==> src/rtl/calc_pkg.sv <==
`default_nettype none
// ============================================================================
//  Module      : calc_pkg
//  Description : Shared types and constants for the multi-operation keypad
//                calculator core: FSM state encoding, key codes, status and
//                error codes, plus small key-classification helpers.
//  Revision    : 1.0 - initial release
// ============================================================================
package calc_pkg;

    // Controller states; the encoding is visible on the debug 'state' port.
    typedef enum logic [2:0] {
        ST_ENTRY_A = 3'd0,
        ST_ENTRY_B = 3'd1,
        ST_EXEC    = 3'd2,
        ST_CONV    = 3'd3,
        ST_ERROR   = 3'd4
    } state_t;

    // Key codes; 0..9 are decimal digits.
    localparam logic [3:0] CMD_ADD = 4'd10;
    localparam logic [3:0] CMD_SUB = 4'd11;
    localparam logic [3:0] CMD_MUL = 4'd12;
    localparam logic [3:0] CMD_DIV = 4'd13;
    localparam logic [3:0] CMD_EQ  = 4'd14;
    localparam logic [3:0] CMD_BSP = 4'd15;

    // Status port encoding.
    localparam logic [1:0] STATUS_ERR   = 2'b00;
    localparam logic [1:0] STATUS_BUSY  = 2'b01;
    localparam logic [1:0] STATUS_READY = 2'b10;

    // Error code encoding.
    localparam logic [1:0] ERR_NONE = 2'b00;
    localparam logic [1:0] ERR_OVF  = 2'b01;
    localparam logic [1:0] ERR_DIVZ = 2'b10;
    localparam logic [1:0] ERR_NEG  = 2'b11;

    function automatic logic is_digit(input logic [3:0] key);
        return key <= 4'd9;
    endfunction

    function automatic logic is_op(input logic [3:0] key);
        return (key >= CMD_ADD) && (key <= CMD_DIV);
    endfunction

endpackage
`default_nettype wire

==> src/rtl/calc_bin2bcd.sv <==
`default_nettype none
// ============================================================================
//  Module      : calc_bin2bcd
//  Description : Sequential double-dabble binary-to-BCD converter. One shift
//                step per clock, exactly W steps per conversion. The BCD output
//                registers change only once, at the end of a conversion.
//  Ports       : clock  - rising-edge clock
//                reset  - asynchronous, active-high
//                start  - load 'bin' and begin a conversion (ignored if busy)
//                bin    - binary value to convert
//                busy   - conversion in progress
//                done   - one-cycle pulse after the final step
//                bcd    - N_DIGITS packed BCD digits, digit 0 in bits [3:0]
//  Revision    : 1.0 - initial release
// ============================================================================
module calc_bin2bcd
    import calc_pkg::*;
#(
    parameter int W        = 27,
    parameter int N_DIGITS = 8
) (
    input  logic                    clock,
    input  logic                    reset,
    input  logic                    start,
    input  logic [W-1:0]            bin,
    output logic                    busy,
    output logic                    done,
    output logic [4*N_DIGITS-1:0]   bcd
);

    localparam int c_cnt_w = $clog2(W + 1);
    localparam int c_bcd_w = 4 * N_DIGITS;

    logic [W-1:0]          r_shift;
    logic [c_bcd_w-1:0]    r_work;
    logic [c_bcd_w-1:0]    r_bcd;
    logic [c_cnt_w-1:0]    r_cnt;
    logic                  r_busy;
    logic                  r_done;
    logic [c_bcd_w-1:0]    w_adj;
    logic [c_bcd_w+W-1:0]  w_step;

    // Add-3 correction on every digit that is 5 or more before the shift.
    generate
        for (genvar i = 0; i < N_DIGITS; i++) begin : g_dabble
            assign w_adj[4*i +: 4] = (r_work[4*i +: 4] >= 4'd5) ?
                                     (r_work[4*i +: 4] + 4'd3) : r_work[4*i +: 4];
        end
    endgenerate

    // BCD digits and remaining binary bits shift as one register; the bit
    // falling off the top only matters for values outside the display range.
    assign w_step = {w_adj, r_shift} << 1;

    // Reset leaves the converter mid-run on a zero input so that the
    // power-up conversion of acc=0 starts without a start pulse.
    always_ff @(posedge clock or posedge reset) begin
        if (reset) begin
            r_shift <= '0;
            r_work  <= '0;
            r_bcd   <= '0;
            r_cnt   <= c_cnt_w'(W);
            r_busy  <= 1'b1;
            r_done  <= 1'b0;
        end else begin
            r_done <= 1'b0;
            if (start && !r_busy) begin
                r_shift <= bin;
                r_work  <= '0;
                r_cnt   <= c_cnt_w'(W);
                r_busy  <= 1'b1;
            end else if (r_busy) begin
                r_work  <= w_step[c_bcd_w+W-1:W];
                r_shift <= w_step[W-1:0];
                r_cnt   <= r_cnt - c_cnt_w'(1);
                if (r_cnt == c_cnt_w'(1)) begin
                    r_busy <= 1'b0;
                    r_done <= 1'b1;
                    r_bcd  <= w_step[c_bcd_w+W-1:W];
                end
            end
        end
    end

    assign busy = r_busy;
    assign done = r_done;
    assign bcd  = r_bcd;

endmodule
`default_nettype wire

==> src/rtl/calc_multi_op.sv <==
`default_nettype none
// ============================================================================
//  Module      : calc_multi_op
//  Description : Keypad calculator core. Accumulates decimal operands from key
//                codes, executes add/sub (single cycle) or mul/div (W-cycle
//                shift-add / restoring division), converts the current value
//                to BCD and scans it out one digit per clock.
//  Ports       : clock     - rising-edge clock
//                reset     - asynchronous, active-high
//                cmd       - key code (0-9 digit, 10 + 11 - 12 * 13 / 14 = 15 bsp)
//                cmd_valid - key present
//                cmd_ready - key accepted when cmd_valid & cmd_ready
//                status    - 00 error, 01 busy, 10 ready
//                err_code  - 00 none, 01 overflow, 10 div-by-zero, 11 neg/sequence
//                data      - BCD digit at 'pos' (E in error, F when blanked)
//                pos       - scanned digit position, 0 = least significant
//                state     - controller state (debug)
//  Revision    : 1.0 - initial release
// ============================================================================
module calc_multi_op
    import calc_pkg::*;
#(
    parameter int N_DIGITS = 8,
    parameter int W        = 27,
    parameter bit BLANK_LZ = 1'b1
) (
    input  logic                        clock,
    input  logic                        reset,
    input  logic [3:0]                  cmd,
    input  logic                        cmd_valid,
    output logic                        cmd_ready,
    output logic [1:0]                  status,
    output logic [1:0]                  err_code,
    output logic [3:0]                  data,
    output logic [$clog2(N_DIGITS)-1:0] pos,
    output logic [2:0]                  state
);

    localparam int             c_pos_w   = $clog2(N_DIGITS);
    localparam int             c_cnt_w   = $clog2(W + 1);
    localparam logic [W-1:0]   c_max_val = W'(10**N_DIGITS - 1);

    // Controller registers and their next values
    state_t             r_state, w_state_next;
    state_t             r_ret,   w_ret_next;
    logic [W-1:0]       r_acc,   w_acc_next;
    logic [W-1:0]       r_rega,  w_rega_next;
    logic [W-1:0]       r_regb,  w_regb_next;
    logic [3:0]         r_op,    w_op_next;
    logic               r_seen,  w_seen_next;
    logic [1:0]         r_err,   w_err_next;

    // Mul/div sequencer
    logic [2*W-1:0]     r_p;
    logic [c_cnt_w-1:0] r_cnt;
    logic               w_exec_load;
    logic               w_exec_step;

    // Converter interface
    logic                   w_conv_start;
    logic                   w_conv_busy;
    logic                   w_conv_done;
    logic [4*N_DIGITS-1:0]  w_bcd;

    // Display scan
    logic [c_pos_w-1:0] r_pos, w_pos_next;
    logic [3:0]         r_data, w_data_next;
    logic [N_DIGITS-1:0] w_hi_nz;

    // Arithmetic
    logic               w_xfer;
    logic [W+3:0]       w_acc_dig;
    logic               w_dig_ok;
    logic [W:0]         w_add;
    logic [W:0]         w_mul_sum;
    logic [2*W-1:0]     w_mul_next;
    logic [W:0]         w_div_rsh;
    logic               w_div_ge;
    logic [W-1:0]       w_div_rem;
    logic [2*W-1:0]     w_div_next;

    assign cmd_ready = ((r_state == ST_ENTRY_A) || (r_state == ST_ENTRY_B)) && !w_conv_busy;
    assign w_xfer    = cmd_valid && cmd_ready;

    // Digit append, kept only while it stays inside the display range.
    assign w_acc_dig = (W+4)'(r_acc) * (W+4)'(10) + (W+4)'(cmd);
    assign w_dig_ok  = w_acc_dig <= (W+4)'(c_max_val);

    assign w_add = {1'b0, r_rega} + {1'b0, r_regb};

    // Shift-add multiply: low half starts as the multiplier and drains out
    // the bottom while the partial product grows into the top half.
    assign w_mul_sum  = {1'b0, r_p[2*W-1:W]} + (r_p[0] ? {1'b0, r_rega} : {(W+1){1'b0}});
    assign w_mul_next = {w_mul_sum, r_p[W-1:1]};

    // Restoring divide: top half is the partial remainder, low half starts as
    // the dividend and fills with quotient bits from the right.
    assign w_div_rsh  = {r_p[2*W-1:W], r_p[W-1]};
    assign w_div_ge   = w_div_rsh >= {1'b0, r_regb};
    assign w_div_rem  = w_div_ge ? (w_div_rsh[W-1:0] - r_regb) : w_div_rsh[W-1:0];
    assign w_div_next = {w_div_rem, r_p[W-2:0], w_div_ge};

    always_comb begin
        w_state_next = r_state;
        w_ret_next   = r_ret;
        w_acc_next   = r_acc;
        w_rega_next  = r_rega;
        w_regb_next  = r_regb;
        w_op_next    = r_op;
        w_seen_next  = r_seen;
        w_err_next   = r_err;
        w_exec_load  = 1'b0;
        w_exec_step  = 1'b0;
        w_conv_start = 1'b0;

        case (r_state)
            ST_ENTRY_A, ST_ENTRY_B: begin
                if (w_xfer) begin
                    if (is_digit(cmd)) begin
                        if (w_dig_ok) begin
                            w_acc_next = w_acc_dig[W-1:0];
                        end
                        w_seen_next  = 1'b1;
                        w_ret_next   = r_state;
                        w_conv_start = 1'b1;
                        w_state_next = ST_CONV;
                    end else if (cmd == CMD_BSP) begin
                        w_acc_next   = r_acc / W'(10);
                        w_ret_next   = r_state;
                        w_conv_start = 1'b1;
                        w_state_next = ST_CONV;
                    end else if (is_op(cmd)) begin
                        if (r_state == ST_ENTRY_A) begin
                            w_rega_next  = r_acc;
                            w_acc_next   = '0;
                            w_op_next    = cmd;
                            w_seen_next  = 1'b0;
                            w_ret_next   = ST_ENTRY_B;
                            w_conv_start = 1'b1;
                            w_state_next = ST_CONV;
                        end else if (!r_seen) begin
                            // Operator pressed twice in a row: last one wins.
                            w_op_next    = cmd;
                            w_ret_next   = ST_ENTRY_B;
                            w_conv_start = 1'b1;
                            w_state_next = ST_CONV;
                        end else begin
                            w_err_next   = ERR_NEG;
                            w_state_next = ST_ERROR;
                        end
                    end else if (r_state == ST_ENTRY_B) begin
                        // Equals with a pending operation; in ENTRY_A it is a no-op.
                        w_regb_next  = r_acc;
                        w_exec_load  = 1'b1;
                        w_state_next = ST_EXEC;
                    end
                end
            end

            ST_EXEC: begin
                case (r_op)
                    CMD_SUB: begin
                        if (r_regb > r_rega) begin
                            w_err_next   = ERR_NEG;
                            w_state_next = ST_ERROR;
                        end else begin
                            w_acc_next   = r_rega - r_regb;
                            w_conv_start = 1'b1;
                            w_ret_next   = ST_ENTRY_A;
                            w_state_next = ST_CONV;
                        end
                    end
                    CMD_MUL: begin
                        w_exec_step = 1'b1;
                        if (r_cnt == c_cnt_w'(1)) begin
                            if (w_mul_next > {{W{1'b0}}, c_max_val}) begin
                                w_err_next   = ERR_OVF;
                                w_state_next = ST_ERROR;
                            end else begin
                                w_acc_next   = w_mul_next[W-1:0];
                                w_conv_start = 1'b1;
                                w_ret_next   = ST_ENTRY_A;
                                w_state_next = ST_CONV;
                            end
                        end
                    end
                    CMD_DIV: begin
                        if ((r_cnt == c_cnt_w'(W)) && (r_regb == '0)) begin
                            w_err_next   = ERR_DIVZ;
                            w_state_next = ST_ERROR;
                        end else begin
                            w_exec_step = 1'b1;
                            if (r_cnt == c_cnt_w'(1)) begin
                                w_acc_next   = w_div_next[W-1:0];
                                w_conv_start = 1'b1;
                                w_ret_next   = ST_ENTRY_A;
                                w_state_next = ST_CONV;
                            end
                        end
                    end
                    default: begin
                        if (w_add > {1'b0, c_max_val}) begin
                            w_err_next   = ERR_OVF;
                            w_state_next = ST_ERROR;
                        end else begin
                            w_acc_next   = w_add[W-1:0];
                            w_conv_start = 1'b1;
                            w_ret_next   = ST_ENTRY_A;
                            w_state_next = ST_CONV;
                        end
                    end
                endcase
            end

            ST_CONV: begin
                if (w_conv_done) begin
                    w_state_next = r_ret;
                end
            end

            default: begin
                // ST_ERROR holds until reset.
                w_state_next = ST_ERROR;
            end
        endcase
    end

    always_ff @(posedge clock or posedge reset) begin
        if (reset) begin
            r_state <= ST_ENTRY_A;
            r_ret   <= ST_ENTRY_A;
            r_acc   <= '0;
            r_rega  <= '0;
            r_regb  <= '0;
            r_op    <= CMD_ADD;
            r_seen  <= 1'b0;
            r_err   <= ERR_NONE;
        end else begin
            r_state <= w_state_next;
            r_ret   <= w_ret_next;
            r_acc   <= w_acc_next;
            r_rega  <= w_rega_next;
            r_regb  <= w_regb_next;
            r_op    <= w_op_next;
            r_seen  <= w_seen_next;
            r_err   <= w_err_next;
        end
    end

    // Mul/div sequencer; the multiplier is the value being latched into regB.
    always_ff @(posedge clock or posedge reset) begin
        if (reset) begin
            r_p   <= '0;
            r_cnt <= '0;
        end else if (w_exec_load) begin
            r_p   <= (r_op == CMD_MUL) ? {{W{1'b0}}, r_acc} : {{W{1'b0}}, r_rega};
            r_cnt <= c_cnt_w'(W);
        end else if (w_exec_step) begin
            r_p   <= (r_op == CMD_MUL) ? w_mul_next : w_div_next;
            r_cnt <= r_cnt - c_cnt_w'(1);
        end
    end

    calc_bin2bcd #(
        .W        (W),
        .N_DIGITS (N_DIGITS)
    ) u_bin2bcd (
        .clock (clock),
        .reset (reset),
        .start (w_conv_start),
        .bin   (w_acc_next),
        .busy  (w_conv_busy),
        .done  (w_conv_done),
        .bcd   (w_bcd)
    );

    // w_hi_nz[k]: some digit at position k or above is non-zero.
    generate
        for (genvar k = 0; k < N_DIGITS; k++) begin : g_hi_nz
            assign w_hi_nz[k] = |w_bcd[4*N_DIGITS-1:4*k];
        end
    endgenerate

    assign w_pos_next = (r_pos == c_pos_w'(N_DIGITS - 1)) ? '0 : (r_pos + c_pos_w'(1));

    // data is registered together with pos so the pair always matches.
    always_comb begin
        w_data_next = w_bcd[4*w_pos_next +: 4];
        if (w_state_next == ST_ERROR) begin
            w_data_next = 4'hE;
        end else if (BLANK_LZ && (w_pos_next != '0) && !w_hi_nz[w_pos_next]) begin
            w_data_next = 4'hF;
        end
    end

    always_ff @(posedge clock or posedge reset) begin
        if (reset) begin
            r_pos  <= '0;
            r_data <= '0;
        end else begin
            r_pos  <= w_pos_next;
            r_data <= w_data_next;
        end
    end

    always_comb begin
        status = STATUS_BUSY;
        if (r_state == ST_ERROR) begin
            status = STATUS_ERR;
        end else if (cmd_ready) begin
            status = STATUS_READY;
        end
    end

    assign err_code = r_err;
    assign data     = r_data;
    assign pos      = r_pos;
    assign state    = r_state;

endmodule
`default_nettype wire

==> config.mk <==
export PLATFORM = sky130hd
export DESIGN_NAME = calc_multi_op
export DESIGN_NICKNAME = d
export VERILOG_FILES = /design/src/rtl/calc_pkg.sv /design/src/rtl/calc_bin2bcd.sv /design/src/rtl/calc_multi_op.sv
export SDC_FILE = /design/constraint.sdc
export NUM_CORES = 1
export LEC_CHECK = 0
export ABC_AREA = 1
export CAP_MARGIN = 20
export CORE_MARGIN = 4
export CORE_UTILIZATION = 55
export DETAILED_ROUTE_END_ITERATION = 10
export PLACE_DENSITY_LB_ADDON = 0.12
export SKIP_CTS_REPAIR_TIMING = 1
export SLEW_MARGIN = 5
export SYNTH_ARGS = -nofsm -noshare
export SYNTH_HDL_FRONTEND = slang
export SYNTH_HIERARCHICAL = 1
export SYNTH_SLANG_ARGS = --single-unit
==> constraint.sdc <==
create_clock -name clock -period 16.4 [get_ports clock]
set_clock_uncertainty 0.15 [all_clocks]
set_input_delay 1.64 -clock clock [delete_from_list [all_inputs] [get_ports clock]]
set_output_delay 1.64 -clock clock [all_outputs]
set_load 0.01 [all_outputs]
Word-level counts from Yosys, hierarchy flattened

Cells that the tools add are included.

Register bits: 258
Input bits: 7
Word-level logic and storage cells: 245

Add/subtract/negate cells: 16
$mul: 1
Divide/modulo/power cells: 1
Order comparisons: 17
Equality and inequality tests: 33
Shifts and indexed selects: 1
Multiplexer cells: 121
Bitwise logic cells: 4
Reductions and logical operators: 33

Operator list:

| kind                    | number |
|---|---|
| $mux W27                | 17 |
| $mux W54                | 3 |
| $mux W3                 | 28 |
| $pmux W27 S3            | 1 |
| $mux W32                | 2 |
| $add A27 B27 Y28        | 2 |
| $gt A54 B27 Y1 const B  | 1 |
| $pmux W27 S2            | 1 |
| $sub A27 B27 Y27        | 2 |
| $mux W4                 | 11 |
| $ge A4 B3 Y1 const B    | 8 |
| $reduce_or A32 Y1       | 1 |
| $shiftx A32 B6 Y4       | 1 |
| $add A31 B4 Y31         | 1 |
| $le A31 B27 Y1 const B  | 1 |
| $mux W1                 | 31 |
| $mul A27 B3 Y30 const B | 1 |
| $add A4 B2 Y4 const B   | 7 |
| $ge A28 B27 Y1          | 1 |
| $gt A28 B27 Y1 const B  | 1 |
| $reduce_or A28 Y1       | 1 |
| $div A27 B4 Y27 const B | 1 |
| $gt A27 B27 Y1          | 1 |
| $logic_not A27 Y1       | 1 |
| other kinds (45)        | 102 |

Logic depth before layout (Yosys ltp)

Gate-level depths: netlist of run 1.

Depth after elaboration: 10
Gate-level depth with buffers: 112
Depth with buffers taken out: 112

By module

The synthesis of run 1 kept the hierarchy.

By module, submodules not included:

| module        | times used | cells an instance | area each (um2) | sequential area each (um2) |
|---|---|---|---|---|
| calc_multi_op | 1          | 2,840             | 19,000.7        | 4,006.3 |
| calc_bin2bcd  | 1          | 569               | 4,719.5         | 2,458.6 |

Worst setup path before layout of run 1

Ideal clock, no wire load.

Path type: register to register
Start: register r_acc[24]
End: register u_bin2bcd.r_shift[0]
Library setup time: 0.133 ns
Data arrival time: 7.481 ns
Required time: 16.117 ns
Slack: 8.636 ns
Stages on the path, launching flop included: 98
Clock period less this slack: 7.764 ns
Cell sequence: dfrtp_1 inv_2 nand3_2 nand2_2 inv_2 nand2_4 nand2_4 nand2_2 nand3_2 nand2_2 nand2_2 nand2_2 nand3_4 nand2_2 nand2_1 nand2_2 inv_2 nand2_4 [62 not listed] nand2_2 nand2_2 o21ai_1 nand2_2 nand2_2 nand2_4 nand2_2 nand2_1 nand2_1 nand2_1 nand3_1 nand2_1 inv_1 nand3_1 nand2_1 nand2_1 nand2_1 o21ai_0

Word-level cells in the longest chain between the ends: 8

RTL lines:

| element                                                                 | line                 | RTL |
|---|---|---|
| start: declaration                                                      | calc_multi_op.sv:46  | `logic [W-1:0] r_acc, w_acc_next;` |
| start signal: assignment                                                | calc_multi_op.sv:241 | `r_acc <= w_acc_next;` |
| parallel branches: the longest is 4 deep, another holds $div A27 B4 Y27 | -                    |  |
| $mux W27 (*)                                                            | calc_multi_op.sv:119 | `if (is_digit(cmd)) begin` |
| $mux W27 (*)                                                            | calc_multi_op.sv:118 | `if (w_xfer) begin` |
| $pmux W27 S2 (*)                                                        | calc_multi_op.sv:116 | `case (r_state)` |
| net w_acc_next[0]                                                       | calc_multi_op.sv:46  |  |
| $mux W27 (*)                                                            | calc_bin2bcd.sv:67   | `if (start && !r_busy) begin` |
| end signal: assignment                                                  | calc_bin2bcd.sv:68   | `r_shift <= bin;` |
| end signal: assignment                                                  | calc_bin2bcd.sv:74   | `r_shift <= w_step[W-1:0];` |
| end: declaration                                                        | calc_bin2bcd.sv:34   | `logic [W-1:0] r_shift;` |

Mark *: on every way through the listed nets, which the timed path passes.
A chain may end at the register's enable or synchronous reset.

Worst setup path after layout of run 1

Start: register r_acc[23]
End: register u_bin2bcd.r_shift[0]

The elaborated chain is that of the path after synthesis.

==> results of run 1 <==
## routing by layer
metal / wire length [um] / up-vias / track usage (%)
li1: - / 11600 / -
met1: 32200 / 11500 / 43.2
met2: 36600 / 1045 / 53.8
met3: 6340 / 158 / 4.59
met4: 3000 / 2 / 12.8
met5: 13 / - / 0
## where the power goes
group | switching [mW] | internal (mW) | total, mW
registers | 0 | 0.637 | 0.637
clock network | 0.297 | 0.455 | 0.751
logic | 0.0214 | 0.00490 | 0.0263
total | 0.318 | 1.10 | 1.41
## state kept, by name, summed over array words and instances, names as in the netlist
name / cells
u_bin2bcd/done: 1
r_cnt: 5
r_regb: 27
u_bin2bcd/r_shift: 27
state: 3
r_acc: 27
r_op: 4
r_rega: 27
u_bin2bcd/r_cnt: 5
pos: 3
r_ret: 3
err_code: 2
u_bin2bcd/busy: 1
data: 4
r_p: 54
r_seen: 1
u_bin2bcd/r_work: 32
u_bin2bcd/bcd: 32
## metrics by stage
stage	cells	setup slack (ns)	hold WS, ns	utilization [%]	area, um2
after floorplan	3409	8.64	0.292	-	23700
after global placement	3904	7.73	0.317	57.6	24400
after detailed placement	3904	7.11	0.319	57.6	24400
after CTS	3965	7.09	0.334	60.2	25500
after global routing	3966	5.89	0.371	60.3	25500
final	3966	6.91	0.333	60.3	25500
## final cells by class
cell class | count | share of cell area, %
repair buffers | 54 | 1.87
flip-flops and latches | 258 | 25.3
multi-input cells | 2567 | 59.0
clock inverters | 7 | 0.255
inverters | 449 | 6.64
well taps | 577 | 2.83
clock buffers | 54 | 4.11
## critical path: cells and delay by family (launching register included)
kind,cells,cell delay (ns)
and+or+nand+nor,77,7.30
DFF,1,0.48
AOI/OAI and AO/OA,5,0.67
buffers and inverters,6,0.74
## worst paths after layout
path / startpoint / slack, ns / cells after the start / to
setup / recovery: r_acc[23] / 6.91 / 88 / u_bin2bcd/r_shift[0]
hold / removal: u_bin2bcd/r_work[29] / 0.33 / 2 / u_bin2bcd/r_work[29]
setup reg to reg: r_acc[23] / 6.91 / 88 / u_bin2bcd/r_shift[0]
hold reg to reg: u_bin2bcd/r_work[29] / 0.33 / 2 / u_bin2bcd/r_work[29]
max in group asynchronous: reset / 13.39 / 3 / r_rega[13]
min in group asynchronous: reset / 1.34 / 2 / u_bin2bcd/r_shift[24]
## cells in the final DEF (no fill, tap or decap), types with 7 or more instances in the layout
| master | count |
|---|---|
| nor4_1 | 26 |
| dfstp_2 | 7 |
| o31ai_1 | 17 |
| a211oi_1 | 24 |
| o221ai_1 | 45 |
| clkbuf_16 | 37 |
| o22ai_1 | 44 |
| clkdlybuf4s50_1 | 21 |
| o21bai_1 | 23 |
| xor2_1 | 104 |
| clkbuf_1 | 11 |
| a31oi_1 | 29 |
| nand3_1 | 227 |
| nor2_1 | 196 |
| o2111ai_1 | 43 |
| o211ai_1 | 62 |
| nand2_2 | 70 |
| nand2_4 | 15 |
| o21ai_2 | 7 |
| buf_4 | 32 |
| inv_1 | 402 |
| o21ai_0 | 255 |
| o21ai_1 | 11 |
| nand3_2 | 19 |
| nand2_1 | 755 |
| dfrtp_1 | 251 |
| nand4_1 | 48 |
| a221oi_1 | 15 |
| nor2_2 | 8 |
| a21oi_1 | 217 |
| ha_1 | 184 |
| xnor2_1 | 21 |
| nor3_1 | 20 |
| inv_2 | 28 |
| clkinv_1 | 15 |
| o311ai_0 | 16 |
## cell families (layout without fill, tap and decap cells)
kind of cell,after synthesis,in the layout,synth area share (%)
AO/OA/AOI/OAI,841,841,21.9
XOR/XNOR,125,125,4.62
adder cells (fa/ha/maj),190,190,10.2
buffers and inverters,584,564,9.49
flip-flops,258,258,27.3
AND/OR/NAND/NOR,1411,1411,26.5
==> impl_metrics.csv, run 1 <==
group,metric,value,unit
timing,setup_tns,0,ns
logic_synthesis,netlist.area_leader.share,26.5,%
critical_path,critPathCaptureType,"flip-flop",
timing,tightestPinTransition,1.20,ns
logic_synthesis,syn_nets,3606,
logic_synthesis,synth_edf_count,0,
job,drv_cap,0,
timing,setup_viol,0,
power_and_ir_drop,irDropWorstVdd,0.0879,mV
logic_synthesis,ys_ff_latch,258,
drt,routedWlPerCell,19.7,um
die,floorplan.rows,75,
die,start_util,56.0,%
critical_path,critical_path.max_fanout,14,
finish,multi_input_comb_area,0.0150,mm2
drt,dr_total_vias,24300,
critical_path,critPathKind,"flip-flop to flip-flop",
drt,drcViolationCount,0,
logic_synthesis,synthArstFlopShare,100,%
logic_synthesis,syn_area,0.0237,mm2
logic_synthesis,yosys-top-cells-count,"nand2_1 (755), inv_1 (404), o21ai_0 (255), dfrtp_1 (251), nand3_1 (229)",
timing,hold_violations,0,
finish,antenna_cells,0,
placed_design,dp_hpwl,57600,um
clocking,htree_levels,2,
global_routing,gr-total-overflow,0,
run_status,status,"finished, final reports clean",
critical_path,critPathLaunchType,"flip-flop",
timing,fmax,105,MHz
die,io_pins,22,
clocking,cts_buffer_depth,3,
logic_synthesis,avgSynthCellArea,6.96,um2
clocking,clockRootBuffer,"clkbuf_16",
global_routing,grt_pass1_wl,124000,um
logic_synthesis,yosys.area.top_type,"dfrtp_1",
logic_synthesis,yosys-top-cells-area,"dfrtp_1 (26%), nand2_1 (12%), ha_1 (9.7%)",
clocking,cts_sinks,258,
finish,final_nets,3561,
worst_hold_path,min_path_type,"flip-flop to flip-flop",
die,die_x,216,um
logic_synthesis,yosysWarnings,6,
logic_synthesis,synth_cells,3409,
finish,regArea,0.00646,mm2
finish,num-fill-cells,3975,
critical_path,crit_arrival,9.75,ns
critical_path,cp.required,16.66,ns
die,die_h,216,um
logic_synthesis,yosysSeqAreaShare,27.3,%
critical_path,slowest_delay,0.48,ns
global_routing,grt_max_degree,83,
logic_synthesis,yosysMostFrequentCell,"nand2_1",
timing,fin_crit_sh,57.9,%
global_routing,grt_pass1_vias,23200,
clocking,cts_tree,"done",
power_and_ir_drop,power.density,55.4,mW/mm2
finish,area_growth,7.60,%
logic_synthesis,synth_cell_types,64,
clocking,insertion_delay,0.55,ns
drt,avgViaCountPerCell,6.13,
placed_design,port_buffers,21,
global_routing,antenna_found_initial,1,
critical_path,cpMostUsedCell,"nand2_2",
critical_path,slowest_stage,"dfrtp_1",
drt,initialDrtViolationCount,2272,
power_and_ir_drop,p_total,1.41,mW
timing,slew_violations,0,
global_routing,track_usage,32.5,%
power_and_ir_drop,p_leak,12.6,nW
logic_synthesis,ys.flop_type,"dfrtp_1",
clocking,numCtsBuffers,34,
clocking,path_clk_slew,0.06,ns
timing,max_slew_margin,19.9,%
timing,rsz0062_at_grt,"false",
drt,drtAntennaViolNets,0,
placed_design,gp_congestion,0.945,
timing,fin_crit,9.49,ns
die,die_area,0.0465,mm2
drt,firstDrtPassIters,5,
drt,totalWireLength,78100,um
finish,drive_gt1_share,7.58,%
die,coreArea,0.0423,mm2
(Power assumes the default switching activity.)
==> inputs of run 2 (changes only) <==
clock period = 7.95 ns   (was 16.4 ns; I/O delays follow)
==> impl_metrics.csv, run 2 (synthesis gave the netlist of run 1 again) <==
group,metric,value,unit
drt,firstDrtPassIters,6,
worst_hold_path,min_path_type,"flip-flop to flip-flop",
run_status,status,"finished, violations left",
timing,slew_violations,0,
timing,fin_ws,-1.27,ns
drt,drcViolationCount,0,
drt,routedWlPerCell,20.1,um
placed_design,gp_congestion,0.973,
timing,fin_crit_sh,116,%
finish,antenna_cells,0,
critical_path,critPathKind,"flip-flop to flip-flop",
timing,setup_tns,-9.43,ns
die,floorplan.rows,75,
drt,dr_total_vias,25200,
finish,largest_reg_flops,54,
die,die_area,0.0465,mm2
worst_hold_path,hold_depth,2,
global_routing,grt_pass1_wl,127000,um
finish,regArea,0.00647,mm2
timing,hold_violations,0,
power_and_ir_drop,p_total,3.14,mW
critical_path,critPathLaunchType,"flip-flop",
placed_design,dpl_worst_slack,-0.961,ns
timing,max_slew_margin,28.8,%
power_and_ir_drop,cell_internal_pwr,2.42,mW
global_routing,grt_pass1_vias,24000,
finish,top_register,"r_p",
finish,layout_commonest_cell,"nand2_1",
power_and_ir_drop,netSwitchingPower,720,uW
die,die_h,216,um
finish,drive_gt1_share,13.7,%
timing,rsz0062_at_grt,"true",
die,die_x,216,um
clocking,cts_tree,"done",
timing,tightestPinTransition,1.06,ns
placed_design,port_buffers,21,
die,io_pins,22,
finish,mostFrequentLayoutCells,"nand2_1 (704), inv_1 (398), o21ai_0 (249), dfrtp_1 (248), a21oi_1 (215)",
critical_path,critPathCaptureType,"flip-flop",
run_status,failed_checks,"setup timing",
global_routing,gr-total-overflow,0,
global_routing,track_usage,33.3,%
critical_path,ff2ff_path_depth,88,
finish,layout.cells.non_filler,4073,
finish,multi_input_comb_area,0.0158,mm2
power_and_ir_drop,p_sw_share,23.0,%
power_and_ir_drop,seq_power_share,41.9,%
global_routing,grt_max_degree,90,
clocking,clockRootBuffer,"clkbuf_16",
clocking,htree_levels,2,
drt,avgViaCountPerCell,6.18,
clocking,cts_buffer_depth,3,
timing,setup_viol,12,
power_and_ir_drop,power.density,115,mW/mm2
clocking,insertion_delay,0.56,ns
timing,fmax,108,MHz
critical_path,slowest_stage,"dfrtp_2",
die,coreArea,0.0423,mm2
power_and_ir_drop,p_leak,13.4,nW
placed_design,dp_hpwl,59200,um
critical_path,critical_path.max_fanout,5,
power_and_ir_drop,comb_power_share,1.7,%
critical_path,crit_arrival,9.56,ns
critical_path,cpMostUsedCell,"nand2_4",
finish,area_growth,15.1,%
power_and_ir_drop,power.share.clock,56.4,%
timing,holdWs,0.332,ns
drt,initialDrtViolationCount,2678,
critical_path,cp.required,8.28,ns
clocking,cts_sinks,258,
timing,fin_crit,9.22,ns
finish,num-fill-cells,3769,
placed_design,dp.cells,3980,
clocking,numCtsBuffers,35,
clocking,path_clk_slew,0.06,ns
job,drv_cap,0,
global_routing,antenna_found_initial,0,
critical_path,slowest_delay,0.45,ns
die,start_util,56.0,%
drt,totalWireLength,82000,um
power_and_ir_drop,irDropWorstVdd,0.172,mV
drt,drtAntennaViolNets,0,
finish,final_nets,3666,
-- run 2: cell count changes in the layout (fill, tap and decap cells not counted), sizes merged --
cell,change
buf,+104
clkinv,-2
bufinv,+5
inv,+7
clkinvlp,+2
clkbuf,-9
-- run 2: worst paths after layout --
check / from / to / slack, ns
worst min register to register: r_op[3] / r_op[3] / 0.33
worst max register to register: r_acc[24] / u_bin2bcd/r_shift[0] / -1.27
worst min-delay path: r_op[3] / r_op[3] / 0.33
worst max-delay path: r_acc[24] / u_bin2bcd/r_shift[0] / -1.27
max in group asynchronous: reset / r_p[12] / 5.27
min in group asynchronous: reset / u_bin2bcd/r_work[3] / 0.61
-- run 2: critical path, delay by kind of cell (launching register included) --
kind	cells	cell delay, ns
xor gates and xnor gates	1	0.21
AOI/OAI and AO/OA	4	0.65
buffers and inverters	9	0.73
DFF	1	0.45
and+or+nand+nor	74	6.93
-- run 2: power by group through the flow --
stage                     Sequential (mW)  Clock [mW]  Combinational [mW]
final                                1.31        1.77              0.0533
after global routing                 1.31        1.85              0.0603
after CTS                            1.31        1.79              0.0543
after detailed placement             1.34           0              0.0543
after global placement               1.34           0              0.0532
after floorplan                      1.34           0              0.0318
-- run 2: metrics by stage --
stage | util [%] | area (um2)
2_1_floorplan | - | 23700
3_3_place_gp | 59.0 | 25000
3_5_place_dp | 59.0 | 25000
4_1_cts | 62.0 | 26200
5_1_grt | 64.5 | 27300
6_report | 64.5 | 27300
-- run 2: layout make-up --
| cell class | count | share of cell area (%) |
|---|---|---|
| Multi-Input combinational cell | 2567 | 58.0 |
| Sequential cell | 258 | 23.7 |
| Inverter | 449 | 6.30 |
| Timing Repair Buffer | 158 | 4.67 |
| Clock buffer | 45 | 3.68 |
| Tap cell | 577 | 2.64 |
| Clock inverter | 19 | 1.00 |
-- run 2: layer usage --
metal  vias up  share of wire (%)  GRT usage, %
li1      11800                  -             -
met1     12000                 41          43.6
met2      1190                 47          55.9
met3       243                8.3          4.67
met4         0                4.3          13.3
met5         -                  0             0
